File: config.mk
export PLATFORM = sky130hd
export DESIGN_NAME = reg_bus_read_sequencer_flat
export DESIGN_NICKNAME = d
export VERILOG_FILES = /design/src/rtl/reg_bus_read_sequencer_if.sv /design/src/rtl/reg_bus_read_sequencer.sv /design/src/flat_wrapper.sv
export SDC_FILE = /design/constraint.sdc
export NUM_CORES = 1
export LEC_CHECK = 0
export ABC_AREA = 1
export CORE_UTILIZATION = 42
export CTS_CLUSTER_DIAMETER = 60
export DETAILED_ROUTE_END_ITERATION = 10
export HOLD_SLACK_MARGIN = 0.05
export PLACE_DENSITY = 0.8
export RECOVER_POWER = 50
export SYNTH_ARGS = -nofsm -noshare
export SYNTH_HDL_FRONTEND = slang
export SYNTH_SLANG_ARGS = --single-unit
File: constraint.sdc
create_clock -name clk -period 1.3 [get_ports clk]
set_input_delay 0.26 -clock clk [delete_from_list [all_inputs] [get_ports clk]]
set_output_delay 0.26 -clock clk [all_outputs]
set_load 0.02 [all_outputs]
File: src/rtl/reg_bus_read_sequencer_if.sv
// Request/response handshake plus chip-select and shared-bus signals between a
// controller, the read sequencer and the bank of tri-state bus registers.
interface reg_bus_read_sequencer_if #(
  parameter int NrOfBits = 8,
  parameter int NrOfRegs = 4,
  parameter int AddrBits = 2
);
  // valid/ready: a transfer happens on a rising clk edge where valid and ready
  // are both 1; the source holds valid and its payload stable until then, and
  // ready never depends combinationally on valid.
  logic                req_valid;
  logic [AddrBits-1:0] req_addr;
  logic                req_ready;
  logic [NrOfRegs-1:0] cs;
  logic [NrOfBits-1:0] bus_in;
  logic                rsp_valid;
  logic [NrOfBits-1:0] rsp_data;
  logic [AddrBits-1:0] rsp_addr;
  logic                rsp_err;
  logic                rsp_ready;

  modport master (
    output req_valid, req_addr, bus_in, rsp_ready,
    input  req_ready, cs, rsp_valid, rsp_data, rsp_addr, rsp_err
  );

  modport slave (
    input  req_valid, req_addr, bus_in, rsp_ready,
    output req_ready, cs, rsp_valid, rsp_data, rsp_addr, rsp_err
  );
endinterface

File: src/rtl/reg_bus_read_sequencer.sv
// Reads one word at a time from a shared tri-state register bus: selects one
// register, waits a tick-gated settle window, samples the bus and responds.
module reg_bus_read_sequencer #(
  parameter int NrOfBits     = 8,
  parameter int NrOfRegs     = 4,
  parameter int AddrBits     = 2,
  parameter int SettleCycles = 1
) (
  input  logic                         clk,
  input  logic                         rst_n,
  input  logic                         tick,
  reg_bus_read_sequencer_if.slave      bus,
  output logic [1:0]                   state_dbg
);
  localparam int SettleEff = (SettleCycles < 1) ? 1 : SettleCycles;
  localparam int CntW      = $clog2(SettleEff + 1);

  typedef enum logic [1:0] {
    IDLE   = 2'd0,
    SELECT = 2'd1,
    RESP   = 2'd2
  } state_t;

  state_t              state_q, state_d;
  logic [NrOfRegs-1:0] cs_q, cs_d;
  logic [CntW-1:0]     cnt_q, cnt_d;
  logic [AddrBits-1:0] addr_q, addr_d;
  logic                rsp_valid_q, rsp_valid_d;
  logic [NrOfBits-1:0] rsp_data_q, rsp_data_d;
  logic [AddrBits-1:0] rsp_addr_q, rsp_addr_d;
  logic                rsp_err_q, rsp_err_d;

  // Reset releases every cs asynchronously, so a pending read never keeps a register driving.
  always_ff @(posedge clk or negedge rst_n) begin
    if (!rst_n) begin
      state_q     <= IDLE;
      cs_q        <= '1;
      cnt_q       <= '0;
      addr_q      <= '0;
      rsp_valid_q <= 1'b0;
      rsp_data_q  <= '0;
      rsp_addr_q  <= '0;
      rsp_err_q   <= 1'b0;
    end else begin
      state_q     <= state_d;
      cs_q        <= cs_d;
      cnt_q       <= cnt_d;
      addr_q      <= addr_d;
      rsp_valid_q <= rsp_valid_d;
      rsp_data_q  <= rsp_data_d;
      rsp_addr_q  <= rsp_addr_d;
      rsp_err_q   <= rsp_err_d;
    end
  end

  always_comb begin
    state_d     = state_q;
    cs_d        = cs_q;
    cnt_d       = cnt_q;
    addr_d      = addr_q;
    rsp_valid_d = rsp_valid_q;
    rsp_data_d  = rsp_data_q;
    rsp_addr_d  = rsp_addr_q;
    rsp_err_d   = rsp_err_q;
    unique case (state_q)
      IDLE: begin
        if (bus.req_valid) begin
          if (int'(bus.req_addr) < NrOfRegs) begin
            for (int i = 0; i < NrOfRegs; i++) begin
              cs_d[i] = (i != int'(bus.req_addr));
            end
            addr_d  = bus.req_addr;
            cnt_d   = CntW'(SettleEff);
            state_d = SELECT;
          end else begin
            // Out-of-range address: answer immediately without touching the bus.
            rsp_err_d   = 1'b1;
            rsp_data_d  = '0;
            rsp_addr_d  = bus.req_addr;
            rsp_valid_d = 1'b1;
            state_d     = RESP;
          end
        end
      end
      SELECT: begin
        if (tick) begin
          if (cnt_q == CntW'(1)) begin
            rsp_data_d  = bus.bus_in;
            rsp_addr_d  = addr_q;
            rsp_err_d   = 1'b0;
            rsp_valid_d = 1'b1;
            cs_d        = '1;
            cnt_d       = '0;
            state_d     = RESP;
          end else begin
            cnt_d = cnt_q - CntW'(1);
          end
        end
      end
      RESP: begin
        if (bus.rsp_ready) begin
          rsp_valid_d = 1'b0;
          state_d     = IDLE;
        end
      end
      default: state_d = IDLE;
    endcase
  end

  assign bus.req_ready = (state_q == IDLE) && rst_n;
  assign bus.cs        = cs_q;
  assign bus.rsp_valid = rsp_valid_q;
  assign bus.rsp_data  = rsp_data_q;
  assign bus.rsp_addr  = rsp_addr_q;
  assign bus.rsp_err   = rsp_err_q;
  assign state_dbg     = state_q;
endmodule

File: src/flat_wrapper.sv
// flat-port wrapper written by rule: the top's interface ports become plain ports
module reg_bus_read_sequencer_flat 
#(
  parameter int NrOfBits     = 8,
  parameter int NrOfRegs     = 4,
  parameter int AddrBits     = 2,
  parameter int SettleCycles = 1
)
  (clk, rst_n, tick, state_dbg, bus_req_valid, bus_req_addr, bus_bus_in, bus_rsp_ready, bus_req_ready, bus_cs, bus_rsp_valid, bus_rsp_data, bus_rsp_addr, bus_rsp_err);
  reg_bus_read_sequencer_if #(.NrOfBits(NrOfBits), .NrOfRegs(NrOfRegs), .AddrBits(AddrBits)) bus_i ();
  input  logic clk;
  input  logic rst_n;
  input  logic tick;
  output logic [1:0] state_dbg;
  input wire logic [$bits(bus_i.req_valid)-1:0] bus_req_valid;
  input wire logic [$bits(bus_i.req_addr)-1:0] bus_req_addr;
  input wire logic [$bits(bus_i.bus_in)-1:0] bus_bus_in;
  input wire logic [$bits(bus_i.rsp_ready)-1:0] bus_rsp_ready;
  output wire logic [$bits(bus_i.req_ready)-1:0] bus_req_ready;
  output wire logic [$bits(bus_i.cs)-1:0] bus_cs;
  output wire logic [$bits(bus_i.rsp_valid)-1:0] bus_rsp_valid;
  output wire logic [$bits(bus_i.rsp_data)-1:0] bus_rsp_data;
  output wire logic [$bits(bus_i.rsp_addr)-1:0] bus_rsp_addr;
  output wire logic [$bits(bus_i.rsp_err)-1:0] bus_rsp_err;
  assign bus_i.req_valid = bus_req_valid;
  assign bus_i.req_addr = bus_req_addr;
  assign bus_i.bus_in = bus_bus_in;
  assign bus_i.rsp_ready = bus_rsp_ready;
  assign bus_req_ready = bus_i.req_ready;
  assign bus_cs = bus_i.cs;
  assign bus_rsp_valid = bus_i.rsp_valid;
  assign bus_rsp_data = bus_i.rsp_data;
  assign bus_rsp_addr = bus_i.rsp_addr;
  assign bus_rsp_err = bus_i.rsp_err;
  reg_bus_read_sequencer #(.NrOfBits(NrOfBits), .NrOfRegs(NrOfRegs), .AddrBits(AddrBits), .SettleCycles(SettleCycles)) u_core (.clk(clk), .rst_n(rst_n), .tick(tick), .bus(bus_i), .state_dbg(state_dbg));
endmodule
==> metrics.md <==
| Metric | Value |
|---|---|
| Routed Antenna Nets | `0` |
| Post-CTS Setup Bufs | `0` |
| Worst skew pair latency | `0.29 ns` |
| Final Wtd Congestion | `0.7118` |
| Rel. slew slack | `32.79%` |
| Synth Warn # | `0` |
| CTS tree | `built` |
| Nature of the critical path endpoint | `primary output` |
| First-pass DRT Iterations | `4` |
| Largest net degree at the start of global routing | `21` |
| Final Cell Area | `1250 um^2` |
| WL final | `1.897 mm` |
| Netlist cell types | `17` |
| Gr usage total | `16.91%` |
| Worst-path clk slew | `0.11 ns` |
| Power per Cell Area | `2437 nW/um^2` |
| Number of synthesized register bits | `20` |
| Number of CTS-inserted buffers | `3` |
| Reg2Reg Depth | `6` |
| Violated checks | `negative setup slack` |
| Setup slack after layout | `-0.01388 ns` |
| Fmax | `0.7611 GHz` |
| Starting DRT DRC Count | `12` |
| Peak VDD IR | `1.647 mV` |
| Die height | `48.22 um` |
| Worst Path Max Fanout | `2` |
| Kind of critical path | `flop to primary output` |
| Post-synth EDFFs | `0` |
| Crit start category | `flop` |
| Via density | `4.793` |
| Final Util | `63.07%` |
| Setup violators final | `1` |
| Clk_skew | `0.002770 ns` |
| Clock sinks | `20` |
| Deepest clock path buffer count | `2` |
| Run status | `complete, but fails checks` |
| Area delta synth->final | `39.33%` |
| Main area contributors after synthesis | `dfrtp_1, nand2_1, dfstp_2` |
| Final Hold Viols | `0` |
| Final non-filler cell total | `164` |
| Nets | `153` |
| RSZ-0062 raised after global routing | `yes` |
| Sequential-to-total area share from yosys stat | `56.35%` |
| Root buf cell | `clkbuf_4` |
| Wirelength per Cell | `11.57 um` |
| Vias | `786` |
| Vias in the first global route | `659` |
| Post-route DRC | `0` |
| Inst Count DP | `160` |
| Post-synth top area cell | `dfrtp_1` |
| Asr flop ratio synth | `100.0%` |
| Final max-slew violation count | `0` |
| Syn Std Cell Area | `897.1 um^2` |
| Yosys top cell area share | `44.63%` |
| CTS H-Tree Depth | `1` |
| Initial antenna violation count | `0` |
| Final worst-path cycle share | `101.1%` |
| First-pass GRT wire length | `2.704 mm` |
| Hold Buf Count CTS | `0` |
| Gate Count Post-Synth | `101` |
| I/O Pins | `34` |
| Total Neg Setup Slack | `-0.01388 ns` |
| Top_reg_cell synth | `dfrtp_1` |
| Initial core utilization | `45.27%` |
| Leakage power | `0.6487 nW` |
| Count leader, synth | `nand2_1` |
| Std cell rows | `16` |
| WP data arrival | `1.05 ns` |
| I/O Buffers | `32` |
| Die X | `48.22 um` |
| Share of layout cells above drive strength 1 | `18.98%` |
| Slew @ Worst Pin | `1.008 ns` |
| MaxCap Viol Count | `0` |
| Placed cell areas | `1255 um^2` |
| WP data required | `1.04 ns` |
| Net Count, Synth | `116` |
| Worst Hold Class | `input pin to asynchronous set/reset pin` |
| HPWL after detailed placement | `1.408 mm` |
| Syn Area/Cell | `8.882 um^2` |
| Post-synth top cells | `nand2_1, nand3_1, dfrtp_1` |
| Die area | `2325 um^2` |
| Core ar. | `1982 um^2` |
| ANT cells | `0` |
| Global route overflow | `0` |
| Post-layout min period | `1.314 ns` |
[placed cells by master (no fill, tap or decap), drive strengths merged]
| cell | instances |
|---|---|
| buf | 10 |
| o21ai | 4 |
| conb | 1 |
| clkdlybuf4s15 | 8 |
| clkbuf | 7 |
| nor3b | 1 |
| nand2 | 39 |
| a21oi | 1 |
| inv | 7 |
| nand3 | 21 |
| clkdlybuf4s50 | 13 |
| dfstp | 4 |
| dlygate4sd2 | 3 |
| nor2 | 2 |
| dfrtp | 16 |
[sequential cells by signal (all words and copies together), names as in the netlist]
name                  cells
u_core.addr_q             2
u_core.bus.rsp_data       8
u_core.bus.rsp_valid      1
u_core.bus.cs             4
u_core.cnt_q              1
u_core.bus.rsp_addr       2
u_core.state_dbg          2
[power by group]
part	total [mW]	switching [mW]	internal (mW)
clock network	0.350	0.180	0.170
registers	1.11	0.151	0.961
logic	1.58	0.988	0.595
[critical path, cell delays in order (launching register included)]
cell and delay [ns]:
dfrtp_1 0.41, nor3b_2 0.19, buf_4 0.17
[path summary, 6_finish.rpt]
check                                       start  slack, ns                endpoint
min                                         rst_n       0.36  u_core.bus.rsp_data[4]
max reg2reg                   u_core.state_dbg[1]       0.05            u_core.cnt_q
max                           u_core.state_dbg[0]      -0.01           bus_req_ready
max in group asynchronous                   rst_n       0.33            u_core.cnt_q
min in group clk           u_core.bus.rsp_data[2]       0.48  u_core.bus.rsp_data[2]
min reg2reg                u_core.bus.rsp_data[2]       0.48  u_core.bus.rsp_data[2]
[cell type report]
| class | instances | area (um^2) |
|---|---|---|
| Clock buffer | 4 | 36.28 |
| Fill cell | 179 | 732.0 |
| Inverter | 7 | 26.28 |
| Multi-Input combinational cell | 69 | 334.1 |
| Sequential cell | 20 | 505.5 |
| Tap cell | 27 | 33.78 |
| Timing Repair Buffer | 37 | 314.1 |
[what timing repair did]
item                       CTS  global route
resized for setup           42            13
pin swaps                    0             0
setup endpoints to repair   18            16
hold endpoints to repair     0             0
[metal layers]
metal  vias to the layer above  part of all wire, %  track usage [%]
met3                         2                  6.5            2.593
met1                       366                   43            20.05
met2                        27                   50            30.40
met4                         0                 0.26            6.667
li1                        391                    -                -
met5                         -                    0                0
[stage by stage]
step	power, mW	worst slack [ns]	hold WS [ns]
6_report	3.046	-0.01388	0.3636
5_1_grt	3.268	-0.05561	0.4805
4_1_cts	3.056	-0.03448	0.09288
3_5_place_dp	2.896	-0.5421	0.4593
3_3_place_gp	2.843	-0.4909	0.4551
2_1_floorplan	2.156	0.1457	-0.03559
[cells by family (layout without fill, tap and decap cells)]
logic type / after synthesis / in the layout / share of synthesized area, %
simple gates: 63 / 63 / 31.94
flops: 20 / 20 / 56.35
buf+inv: 12 / 48 / 7.251
compound gates: 5 / 5 / 4.045
other cells: 1 / 1 / 0.4180
(Power assumes the default switching activity.)
